<file path="src/rtl/plane_bus_writer_if.sv">
// Strobed byte bus between the plane bus writer and a plane controller.
// The receiver captures dataOut and rs on the falling edge of dataEn.
interface plane_bus_writer_if #(
  parameter int D_WIDTH = 8
);
  logic [D_WIDTH-1:0] dataOut;
  logic               dataEn;
  logic               rs;

  modport master (output dataOut, dataEn, rs);
  modport slave  (input  dataOut, dataEn, rs);
endinterface

</file>
<file path="src/rtl/plane_bus_writer.sv">
// Plane bus writer: streams a shadow brightness buffer, or a single clear
// command, to a plane controller as SETUP/HIGH/HOLD strobed transfers.
module plane_bus_writer #(
  parameter int OUT_NUM    = 64,
  parameter int D_WIDTH    = 8,
  parameter int C_WIDTH    = 4,
  parameter int EN_CYCLES  = 2,
  parameter int GAP_CYCLES = 2
) (
  input  logic                       clk,
  input  logic                       reset,
  input  logic                       wr_en,
  input  logic [$clog2(OUT_NUM)-1:0] wr_addr,
  input  logic [C_WIDTH-1:0]         wr_data,
  input  logic                       start,
  input  logic                       clear_req,
  plane_bus_writer_if.master         bus,
  output logic                       busy,
  output logic                       done
);
  localparam int AW   = $clog2(OUT_NUM);
  localparam int SW   = $clog2(OUT_NUM + 2);
  localparam int MAXC = (EN_CYCLES > GAP_CYCLES) ? EN_CYCLES : GAP_CYCLES;
  localparam int CW   = $clog2(MAXC + 1);
  localparam logic [SW-1:0] LAST_STEP = SW'(OUT_NUM + 1);

  typedef enum logic [1:0] {IDLE, SETUP, HIGH, HOLD} state_t;

  logic [C_WIDTH-1:0] buffer [OUT_NUM];

  state_t             state, stateNext;
  logic [SW-1:0]      step, stepNext, stepInc;
  logic [CW-1:0]      cnt, cntNext;
  logic               isClear, clrNext;
  logic [D_WIDTH-1:0] dataOutQ, dataNext, nextByte;
  logic               rsQ, rsNext;
  logic               enQ, enNext;
  logic               busyQ, busyNext;
  logic               doneQ, doneNext;
  logic [AW-1:0]      bufIdx;

  always_ff @(posedge clk or negedge reset) begin
    if (!reset) begin
      for (int unsigned i = 0; i < OUT_NUM; i++) buffer[AW'(i)] <= '0;
    end else if (wr_en) begin
      buffer[wr_addr] <= wr_data;
    end
  end

  // The byte for the following step is fetched as HOLD hands over to SETUP,
  // so a write landing on that same edge is not yet visible.
  assign stepInc  = step + SW'(1);
  assign bufIdx   = (stepInc >= SW'(2)) ? AW'(stepInc - SW'(2)) : '0;
  assign nextByte = (stepInc == SW'(1)) ? D_WIDTH'(8'h80) : D_WIDTH'(buffer[bufIdx]);

  always_comb begin
    stateNext = state;
    stepNext  = step;
    cntNext   = cnt;
    clrNext   = isClear;
    dataNext  = dataOutQ;
    rsNext    = rsQ;
    enNext    = 1'b0;
    busyNext  = busyQ;
    doneNext  = 1'b0;
    case (state)
      IDLE: begin
        if (clear_req) begin
          stateNext = SETUP;
          clrNext   = 1'b1;
          stepNext  = '0;
          dataNext  = D_WIDTH'(8'h01);
          rsNext    = 1'b1;
          busyNext  = 1'b1;
        end else if (start) begin
          stateNext = SETUP;
          clrNext   = 1'b0;
          stepNext  = '0;
          dataNext  = D_WIDTH'(8'h06);
          rsNext    = 1'b1;
          busyNext  = 1'b1;
        end
      end
      SETUP: begin
        stateNext = HIGH;
        enNext    = 1'b1;
        cntNext   = '0;
      end
      HIGH: begin
        if (cnt == CW'(EN_CYCLES - 1)) begin
          stateNext = HOLD;
          cntNext   = '0;
        end else begin
          enNext  = 1'b1;
          cntNext = cnt + CW'(1);
        end
      end
      HOLD: begin
        if (cnt == CW'(GAP_CYCLES - 1)) begin
          cntNext = '0;
          if (isClear || step == LAST_STEP) begin
            stateNext = IDLE;
            stepNext  = '0;
            clrNext   = 1'b0;
            busyNext  = 1'b0;
            doneNext  = 1'b1;
          end else begin
            stateNext = SETUP;
            stepNext  = stepInc;
            dataNext  = nextByte;
            rsNext    = (stepInc < SW'(2));
          end
        end else begin
          cntNext = cnt + CW'(1);
        end
      end
      default: stateNext = IDLE;
    endcase
  end

  always_ff @(posedge clk or negedge reset) begin
    if (!reset) begin
      state    <= IDLE;
      step     <= '0;
      cnt      <= '0;
      isClear  <= 1'b0;
      dataOutQ <= '0;
      rsQ      <= 1'b0;
      enQ      <= 1'b0;
      busyQ    <= 1'b0;
      doneQ    <= 1'b0;
    end else begin
      state    <= stateNext;
      step     <= stepNext;
      cnt      <= cntNext;
      isClear  <= clrNext;
      dataOutQ <= dataNext;
      rsQ      <= rsNext;
      enQ      <= enNext;
      busyQ    <= busyNext;
      doneQ    <= doneNext;
    end
  end

  assign bus.dataOut = dataOutQ;
  assign bus.dataEn  = enQ;
  assign bus.rs      = rsQ;
  assign busy        = busyQ;
  assign done        = doneQ;
endmodule

</file>
<file path="src/flat_wrapper.sv">
// flat-port wrapper written by rule: the top's interface ports become plain ports
module plane_bus_writer_flat 
#(
  parameter int OUT_NUM    = 64,
  parameter int D_WIDTH    = 8,
  parameter int C_WIDTH    = 4,
  parameter int EN_CYCLES  = 2,
  parameter int GAP_CYCLES = 2
)
  (clk, reset, wr_en, wr_addr, wr_data, start, clear_req, busy, done, bus_dataOut, bus_dataEn, bus_rs);
  plane_bus_writer_if #(.D_WIDTH(D_WIDTH)) bus_i ();
  input  logic clk;
  input  logic reset;
  input  logic wr_en;
  input  logic [$clog2(OUT_NUM)-1:0] wr_addr;
  input  logic [C_WIDTH-1:0] wr_data;
  input  logic start;
  input  logic clear_req;
  output logic busy;
  output logic done;
  output wire logic [$bits(bus_i.dataOut)-1:0] bus_dataOut;
  output wire logic [$bits(bus_i.dataEn)-1:0] bus_dataEn;
  output wire logic [$bits(bus_i.rs)-1:0] bus_rs;
  assign bus_dataOut = bus_i.dataOut;
  assign bus_dataEn = bus_i.dataEn;
  assign bus_rs = bus_i.rs;
  plane_bus_writer #(.OUT_NUM(OUT_NUM), .D_WIDTH(D_WIDTH), .C_WIDTH(C_WIDTH), .EN_CYCLES(EN_CYCLES), .GAP_CYCLES(GAP_CYCLES)) u_core (.clk(clk), .reset(reset), .wr_en(wr_en), .wr_addr(wr_addr), .wr_data(wr_data), .start(start), .clear_req(clear_req), .bus(bus_i), .busy(busy), .done(done));
endmodule
</file>
<file path="config.mk">
export PLATFORM = sky130hd
export DESIGN_NAME = plane_bus_writer_flat
export DESIGN_NICKNAME = d
export VERILOG_FILES = /design/src/rtl/plane_bus_writer_if.sv /design/src/rtl/plane_bus_writer.sv /design/src/flat_wrapper.sv
export SDC_FILE = /design/constraint.sdc
export NUM_CORES = 1
export LEC_CHECK = 0
export ABC_AREA = 0
export CAP_MARGIN = 20
export CORE_MARGIN = 5
export CORE_UTILIZATION = 58
export CTS_BUF_LIST = sky130_fd_sc_hd__clkbuf_4 sky130_fd_sc_hd__clkbuf_8 sky130_fd_sc_hd__clkbuf_16
export CTS_CLUSTER_SIZE = 10
export DETAILED_ROUTE_END_ITERATION = 10
export DONT_BUFFER_PORTS = 1
export PLACE_DENSITY = 0.78
export SLEW_MARGIN = 10
export SYNTH_ARGS = -nofsm -noshare
export SYNTH_HDL_FRONTEND = slang
export SYNTH_SLANG_ARGS = --single-unit
</file>
<file path="constraint.sdc">
create_clock -name clk -period 4.7 [get_ports clk]
set_input_delay 0.705 -clock clk [delete_from_list [all_inputs] [get_ports clk]]
set_output_delay 0.705 -clock clk [all_outputs]
set_load 0.01 [all_outputs]
</file>
Word-level counts from Yosys, hierarchy flattened:

Cells that the tools add are included.

* register bits: 280
* input bits: 15
* logic and storage cells: 146

* add/subtract/negate cells: 3
* $lt $le $gt $ge: 5
* equal/unequal tests: 11
* muxes and demuxes: 42
* bitwise operators: 2
* reduce and logical (&&, ||, !) cells: 10

Operators with widths (count)
* bitwise mux 256 bit: 1
* 2-to-1 mux 8 bit: 5
* 2-to-1 mux 7 bit: 4
* binary-select mux 4 bit (select 6 bit): 1
* demux 4 bit (select 6 bit): 1
* case mux 8 bit (2 select lines): 1
* greater-or-equal comparator 7 bit, second input constant: 2
* NOT 6 -> 7 bit: 2
* case mux 7 bit (2 select lines): 1
* 2-to-1 mux 1 bit: 13
* 2-to-1 mux 4 bit: 3
* 2-to-1 mux 2 bit: 5
* case mux 1 bit (2 select lines): 4
* case mux 2 bit (4 select lines): 1
* AND reduction 4 bit: 2
* adder 7 x 1 -> 7 bit, second input constant: 1
* == test 7 x 1 -> 1 bit, second input constant: 1
* == test 7 bit, second input constant: 1
* greater-or-equal comparator 7 x 2 -> 1 bit, second input constant: 1
* less-than comparator 7 x 1 -> 1 bit, second input constant: 1
* less-than comparator 7 x 2 -> 1 bit, second input constant: 1
* 2-to-1 mux 6 bit: 1
* inequality test 2 x 1 -> 1 bit, second input constant: 3
* AND reduction 3 bit: 2
* 12 further kinds: 15

Logic depth before layout (Yosys ltp):

Gate-level depths: netlist of the first run.

* depth after elaboration: 11
* depth in mapped cells: 19
* gate-level depth less buffers: 11

Worst setup path before layout of the first run:

No wires, ideal clock.

* path kind: register to register
* start point: register u_core.step[0]
* end point: register u_core.dataOutQ[1], in the netlist u_core.bus.dataOut[1]
* library setup time: 0.124 ns
* arrival: 4.558 ns
* data required time: 4.576 ns
* setup slack: 0.018 ns
* stages on the path, launching flop included: 19
* buffers on the path: 9
* path through: dfrtp_1 > buf_2 > clkinv_1 > clkbuf_1 > clkbuf_1 > ha_1 > clkbuf_1 > inv_1 > clkbuf_1 > clkbuf_1 > ha_1 > buf_1 > clkbuf_1 > clkbuf_1 > a21oi_1 > a21oi_1 > o21ai_0 > a221o_1 > a211o_1

* word-level cells in the longest chain between the ends: 11
* elaborated cells between the ends (all ways): 17

RTL lines
* start, declared: line plane_bus_writer.sv:32 `logic [SW-1:0] step, stepNext, stepInc;`
* start signal, assigned: line plane_bus_writer.sv:134 `step <= stepNext;`
* adder 7 x 1 -> 7 bit: line plane_bus_writer.sv:52 `assign stepInc = step + SW'(1);`
* subtractor 6 x 2 -> 6 bit / greater-or-equal comparator 7 x 2 -> 1 bit (equally long branches): line plane_bus_writer.sv:53 `assign bufIdx = (stepInc >= SW'(2)) ? AW'(stepInc - SW'(2)) : '0;`
* 2-to-1 mux 6 bit: line plane_bus_writer.sv:53
* NOT 6 -> 7 bit (implied by the code): line plane_bus_writer.sv:54 `assign nextByte = (stepInc == SW'(1)) ? D_WIDTH'(8'h80) : D_WIDTH'(buffer[bufIdx]);`
* binary-select mux 4 bit (select 6 bit): line plane_bus_writer.sv:54
* 2-to-1 mux 4 bit (implied by the code) (2 in series): line plane_bus_writer.sv:54
* 2-to-1 mux 8 bit: line plane_bus_writer.sv:54
* 2-to-1 mux 8 bit: line plane_bus_writer.sv:101 `if (isClear || step == LAST_STEP) begin`
* 2-to-1 mux 8 bit: line plane_bus_writer.sv:99 `if (cnt == CW'(GAP_CYCLES - 1)) begin`
* case mux 8 bit (2 select lines): line plane_bus_writer.sv:66 `case (state)`
* end signal, assigned: line plane_bus_writer.sv:137 `dataOutQ <= dataNext;`
* end, declared: line plane_bus_writer.sv:35 `logic [D_WIDTH-1:0] dataOutQ, dataNext, nextByte;`

Parallel ways exist; a longest one is shown, timed or not. The select of a mux whose other input is x is not followed.
A chain may end at the register's enable or synchronous reset.

Worst setup path in the final report of the first run:

* start point: register u_core.step[0]
* end point: register u_core.dataOutQ[2], in the netlist u_core.bus.dataOut[2]

Same word-level chain as after synthesis.

==> run_results.csv, run 1 <==
group,metric,value,unit
power,swShare,22.6,%
detailed_routing,route.detailed.drc,0,
sta,finalMaxSlewViolations,0,
power,p_switching,1.22,mW
sta,report.final.setup_viol,0,
worst_setup_path,critical_path_class,"flop to flop",
placement,gp_congestion,0.952,
global_routing,grt_max_degree,278,
floorplanning,die_w,164,µm
power,pwr-share-comb,9.1,%
detailed_routing,via_per_inst,6.68,
worst_setup_path,cp_cell_sequence,"ha_1 -> xnor2_1 -> ha_4 -> a21oi_2 -> buf_4 -> a221oi_1 -> o41ai_1 -> o22ai_1 -> a221o_1 -> o21ai_1",
detailed_routing,wl_per_cell,24.9,µm
hold_path,min_path_type,"input port to async pin",
finish,area_growth_syn_to_layout,7.13,%
worst_setup_path,start_kind,"flop",
sta,fin_hold_ws,-0.136,ns
cts,cts-root-buf,"clkbuf_16",
cts,cts_buffer_depth,3,
logic_synthesis,synth_area,13700,µm²
sta,worst_pin_slew,1.12,ns
power,power_density,369,nW/µm²
sta,finClkSkew,0.0144,ns
power,ir_worst_vdd,250,µV
placement,dp_hpwl,22100,µm
logic_synthesis,ys_types,72,
logic_synthesis,synth_edf_count,0,
logic_synthesis,synth_warnings,0,
floorplanning,die_y,164,µm
global_routing,grt_usage,26.7,%
power,internal-power,4.18,mW
worst_setup_path,cp.depth,10,
global_routing,antenna_found_initial,0,
detailed_routing,wirelength,35200,µm
global_routing,grt_pass1_wl,56200,µm
worst_setup_path,critPathTopFamily,"compound AO/OA/AOI/OAI gates",
power,power.share.clock,38.2,%
sta,rsz0062_at_grt,"no",
floorplanning,dieArea,26700,µm²
sta,tns,0,ns
sta,relSlewSlack,25.0,%
worst_setup_path,r2r_start,"u_core.step[0]",
worst_setup_path,cp_max_fo,34,
finish,final_nets,1123,
floorplanning,rows,56,
finish,fin_util,62.8,%
power,leakagePower,6.69,nW
finish,n_antenna_cell,0,
floorplanning,core_area,23300,µm²
logic_synthesis,synth_seq_area_share,50.7,%
logic_synthesis,syn_inst,1136,
worst_setup_path,slowest_stage,"a21oi_2",
global_routing,grt-ovfl-total,0,
cts,post_cts_resized,0,
cts,h-tree-depth,1,
job,drv_cap,0,
detailed_routing,drtIter0Drc,1073,
cts,clkSinkCount,277,
worst_setup_path,worst_path_largest_cell_delay,0.81,ns
power,total_power,5.40,mW
worst_setup_path,cp-end-kind,"flop",
logic_synthesis,ys_ff_latch,277,
sta,max_freq,247,MHz
cts,post-cts-setup-buffers,0,
floorplanning,io_pins,27,
worst_setup_path,cp.arrival,4.53,ns
cts,clk_pin_slew_worst_paths,0.06,ns
floorplanning,initial_utilization,58.6,%
sta,period_share,86.2,%
sta,hold_violations,175,
detailed_routing,drtAntennaViolNets,0,
cts,cts_tree,"yes",
logic_synthesis,synth_area_per_cell,12.0,µm²
cts,clk_latency,0.55,ns
placement,dp.cells,1384,
worst_setup_path,reg2reg_depth,10,
finish,layout-drive-gt1-share,31.8,%
logic_synthesis,async_flop_share,100,%
outcome,outcome,"finished, violations left",
global_routing,grt_pass1_vias,9594,
detailed_routing,dr.pass1.iters,6,
placement,numPortBuffers,0,
finish,layout_common_cells,"276 x mux2_2, 276 x dfrtp_1, 69 x nand2_1",
power,seq_power_share,52.8,%
worst_setup_path,crit_buf_inv,1,
logic_synthesis,synth_flop_cell,"dfrtp_1",
cts,numCtsBuffers,31,
detailed_routing,num_vias,9467,
worst_setup_path,critPathRequiredTime,5.18,ns
worst_setup_path,crit_start,"u_core.step[0]",
sta,min_period,4.05,ns
outcome,violations,"hold timing",
finish,stdcell_count,1418,
-- routing by layer --
metal	part of all wire (%)	GRT usage, %	routed length [µm]	vias to the layer above
met3	9.1	5.27	3220	94
met4	2.9	7.97	1030	0
li1	-	-	-	4093
met5	0	0	0	-
met2	46	41.3	16400	468
met1	42	38.4	14600	4812
-- power by group through the flow --
stage	registers [mW]	logic, mW	clock network [mW]
global placement	2.87	0.465	0
finish	2.85	0.489	2.06
floorplan	2.82	0.435	0
global route	2.88	0.532	2.18
detailed placement	2.88	0.487	0
CTS	2.84	0.489	2.08
-- sequential cells by signal (all words and copies together) (netlist names) --
name	flops
u_core.buffer	256
u_core.step	7
u_core.bus.dataOut	5
u_core.cnt	2
u_core.state	2
u_core.bus.dataEn	1
u_core.bus.rs	1
u_core.busy	1
u_core.done	1
u_core.isClear	1
-- per-stage QoR --
stage	instance area, µm²	hold WS, ns	setup slack [ns]
after global placement	13800	0.428	0.877
final	14600	-0.136	0.648
after global routing	14600	-0.161	0.520
after detailed placement	13800	0.430	0.755
after floorplan	13700	0.409	0.0178
after CTS	14600	-0.150	0.745
-- final timing paths --
check | endpoint | slack (ns)
max in group asynchronous | u_core.buffer[98] | 4.19
min in group clk | u_core.buffer[210] | 0.30
max | u_core.bus.dataOut[2] | 0.65
min reg2reg | u_core.isClear | 0.49
max reg2reg | u_core.bus.dataOut[2] | 0.65
min | u_core.buffer[93] | -0.14
-- synthesized netlist by cell type, types with 6 or more instances --
| cell type | instances | share of area [%] |
|---|---|---|
| a211oi_1 | 18 | 0.99 |
| a221oi_1 | 20 | 1.3 |
| o211ai_1 | 7 | 0.38 |
| nand2_1 | 69 | 1.9 |
| nand3_1 | 11 | 0.40 |
| clkbuf_1 | 51 | 1.4 |
| o32ai_1 | 6 | 0.38 |
| o22ai_1 | 7 | 0.32 |
| buf_1 | 15 | 0.41 |
| nand2b_1 | 10 | 0.46 |
| o21ai_1 | 13 | 0.48 |
| nor3_1 | 22 | 0.81 |
| nor2_1 | 61 | 1.7 |
| dfrtp_1 | 277 | 51 |
| mux4_2 | 12 | 2.0 |
| buf_2 | 15 | 0.55 |
| o31a_1 | 6 | 0.38 |
| inv_1 | 8 | 0.22 |
| and2_1 | 22 | 1.0 |
| nor2b_1 | 8 | 0.37 |
| o21ai_0 | 33 | 1.2 |
| mux2_2 | 276 | 23 |
| nor4_1 | 6 | 0.27 |
| xnor2_1 | 8 | 0.51 |
| ha_1 | 10 | 0.92 |
| mux2i_1 | 17 | 1.2 |
| a21oi_1 | 33 | 1.2 |
-- kinds of logic after synthesis --
family                   share of synthesized area, %
buffers and inverters                            2.77
other                                          0.0274
AND/OR/NAND/NOR                                  8.18
multiplexers                                     26.0
XOR/XNOR                                        0.641
flip-flops                                       50.7
AO/OA/AOI/OAI                                    10.8
adder cells (fa/ha/maj)                         0.915
-- layout make-up --
type                       count  area [µm²]
clock buffer                  33         797
clock inverter                 1        8.76
fill                        1786        8690
inverter                       9        33.8
multi-input combinational    768        6390
sequential                   277        6940
tap                          319         399
timing repair buffer          11        82.6
No activity file was read; power rests on OpenSTA's default activity.
==> inputs of run 2 (changes only) <==
--- a/config.mk
+++ b/config.mk
@@ -9,7 +9,6 @@
 export CAP_MARGIN = 20
 export CORE_MARGIN = 5
 export CORE_UTILIZATION = 58
-export CTS_BUF_LIST = sky130_fd_sc_hd__clkbuf_4 sky130_fd_sc_hd__clkbuf_8 sky130_fd_sc_hd__clkbuf_16
 export CTS_CLUSTER_SIZE = 10
 export DETAILED_ROUTE_END_ITERATION = 10
 export DONT_BUFFER_PORTS = 1
==> run_results.csv, run 2 (synthesis gave the netlist of run 1 again) <==
group,metric,value,unit
outcome,outcome,"finished, violations left",
outcome,violations,"hold timing",
worst_setup_path,critical_path_class,"flop to flop",
detailed_routing,num_vias,9433,
sta,min_period,4.06,ns
global_routing,grt_usage,26.7,%
power,leakagePower,6.69,nW
sta,tns,0,ns
global_routing,grt_pass1_vias,9594,
floorplanning,rows,56,
cts,cts_buffer_depth,3,
worst_setup_path,critPathRequiredTime,5.14,ns
floorplanning,die_y,164,µm
detailed_routing,route.detailed.drc,0,
worst_setup_path,worst_path_largest_cell_delay,0.72,ns
finish,regMostFlops,"u_core.buffer",
power,power_density,368,nW/µm²
finish,final_nets,1123,
placement,numPortBuffers,0,
detailed_routing,wl_per_cell,24.8,µm
cts,h-tree-depth,1,
finish,largest_reg_flops,256,
floorplanning,dieArea,26700,µm²
cts,cts-root-buf,"clkbuf_16",
detailed_routing,via_per_inst,6.65,
power,ir_worst_vdd,249,µV
sta,report.final.setup_viol,0,
sta,rsz0062_at_grt,"no",
cts,clk_latency,0.55,ns
worst_setup_path,cp.arrival,4.51,ns
worst_setup_path,critPathTopFamily,"XOR/XNOR gates",
floorplanning,initial_utilization,58.6,%
cts,post_cts_resized,0,
global_routing,grt-ovfl-total,0,
worst_setup_path,crit_buf_inv,0,
cts,numCtsBuffers,31,
global_routing,grt_pass1_wl,56200,µm
detailed_routing,wirelength,35200,µm
sta,worst_pin_slew,1.12,ns
sta,finClkSkew,0.0137,ns
floorplanning,io_pins,27,
worst_setup_path,start_kind,"flop",
floorplanning,die_w,164,µm
cts,cts_tree,"yes",
finish,layout-drive-gt1-share,31.8,%
cts,post-cts-setup-buffers,0,
worst_setup_path,path_common_cell,"xnor2_1",
sta,max_freq,246,MHz
cts,clkSinkCount,277,
sta,period_share,86.5,%
floorplanning,core_area,23300,µm²
detailed_routing,drtIter0Drc,1073,
sta,relSlewSlack,25.3,%
global_routing,antenna_found_initial,0,
sta,hold_violations,187,
placement,gp_congestion,0.952,
finish,area_growth_syn_to_layout,7.10,%
global_routing,grt_max_degree,278,
worst_setup_path,cp_cell_sequence,"ha_1 -> xnor2_1 -> ha_4 -> xnor2_1 -> xnor2_1 -> or2_1 -> o21ai_0 -> a21oi_1 -> o32ai_1 -> o41ai_1",
worst_setup_path,slowest_stage,"xnor2_1",
job,drv_cap,0,
sta,fin_hold_ws,-0.136,ns
detailed_routing,dr.pass1.iters,6,
finish,fill_cells,1788,
cts,clk_pin_slew_worst_paths,0.06,ns
worst_setup_path,cp-end-kind,"flop",
hold_path,min_path_type,"input port to async pin",
finish,layout_common_cells,"276 x mux2_2, 276 x dfrtp_1, 69 x nand2_1",
worst_setup_path,cp_max_fo,34,
placement,dp_hpwl,22100,µm
finish,n_antenna_cell,0,
sta,finalMaxSlewViolations,0,
detailed_routing,drtAntennaViolNets,0,
[run 2: cell type report]
| class | count | area [µm²] | area share (%) |
|---|---|---|---|
| tap | 319 | 399 | 2.73 |
| clock inverter | 1 | 8.76 | 0.0598 |
| inverter | 9 | 33.8 | 0.231 |
| sequential | 277 | 6940 | 47.4 |
| clock buffer | 33 | 793 | 5.42 |
| timing repair buffer | 11 | 82.6 | 0.564 |
| multi-input combinational | 768 | 6390 | 43.6 |
[run 2: worst paths after layout]
check | startpoint | end | slack (ns) | depth (start not counted)
max | u_core.step[0] | u_core.bus.dataOut[3] | 0.64 | 10
min | reset | u_core.buffer[93] | -0.14 | 0
max reg2reg | u_core.step[0] | u_core.bus.dataOut[3] | 0.64 | 10
min reg2reg | u_core.isClear | u_core.isClear | 0.49 | 2
max in group asynchronous | reset | u_core.buffer[98] | 4.22 | 0
min in group clk | wr_data[2] | u_core.buffer[210] | 0.30 | 1
[run 2: through the flow]
stage	worst slack (ns)	std cells	total power, mW	cell area [µm²]	util (%)
6_report	0.635	1418	5.39	14600	62.8
3_3_place_gp	0.877	1384	3.33	13800	59.3
5_1_grt	0.520	1418	5.58	14600	62.8
3_5_place_dp	0.755	1384	3.37	13800	59.3
4_1_cts	0.745	1418	5.41	14600	62.8
2_1_floorplan	0.0178	1138	3.26	13700	-
[run 2: power by group]
part / internal (mW) / switching [mW]
Sequential: 2.68 / 0.164
Clock: 1.17 / 0.885
Combinational: 0.317 / 0.171
[run 2: layer usage]
layer  share of wire, %  GRT usage [%]  vias up
met4                2.8           7.97        0
met3                9.0           5.27       86
met2                 46           41.3      448
met1                 42           38.4     4807
li1                   -              -     4092
met5                  0              0        -
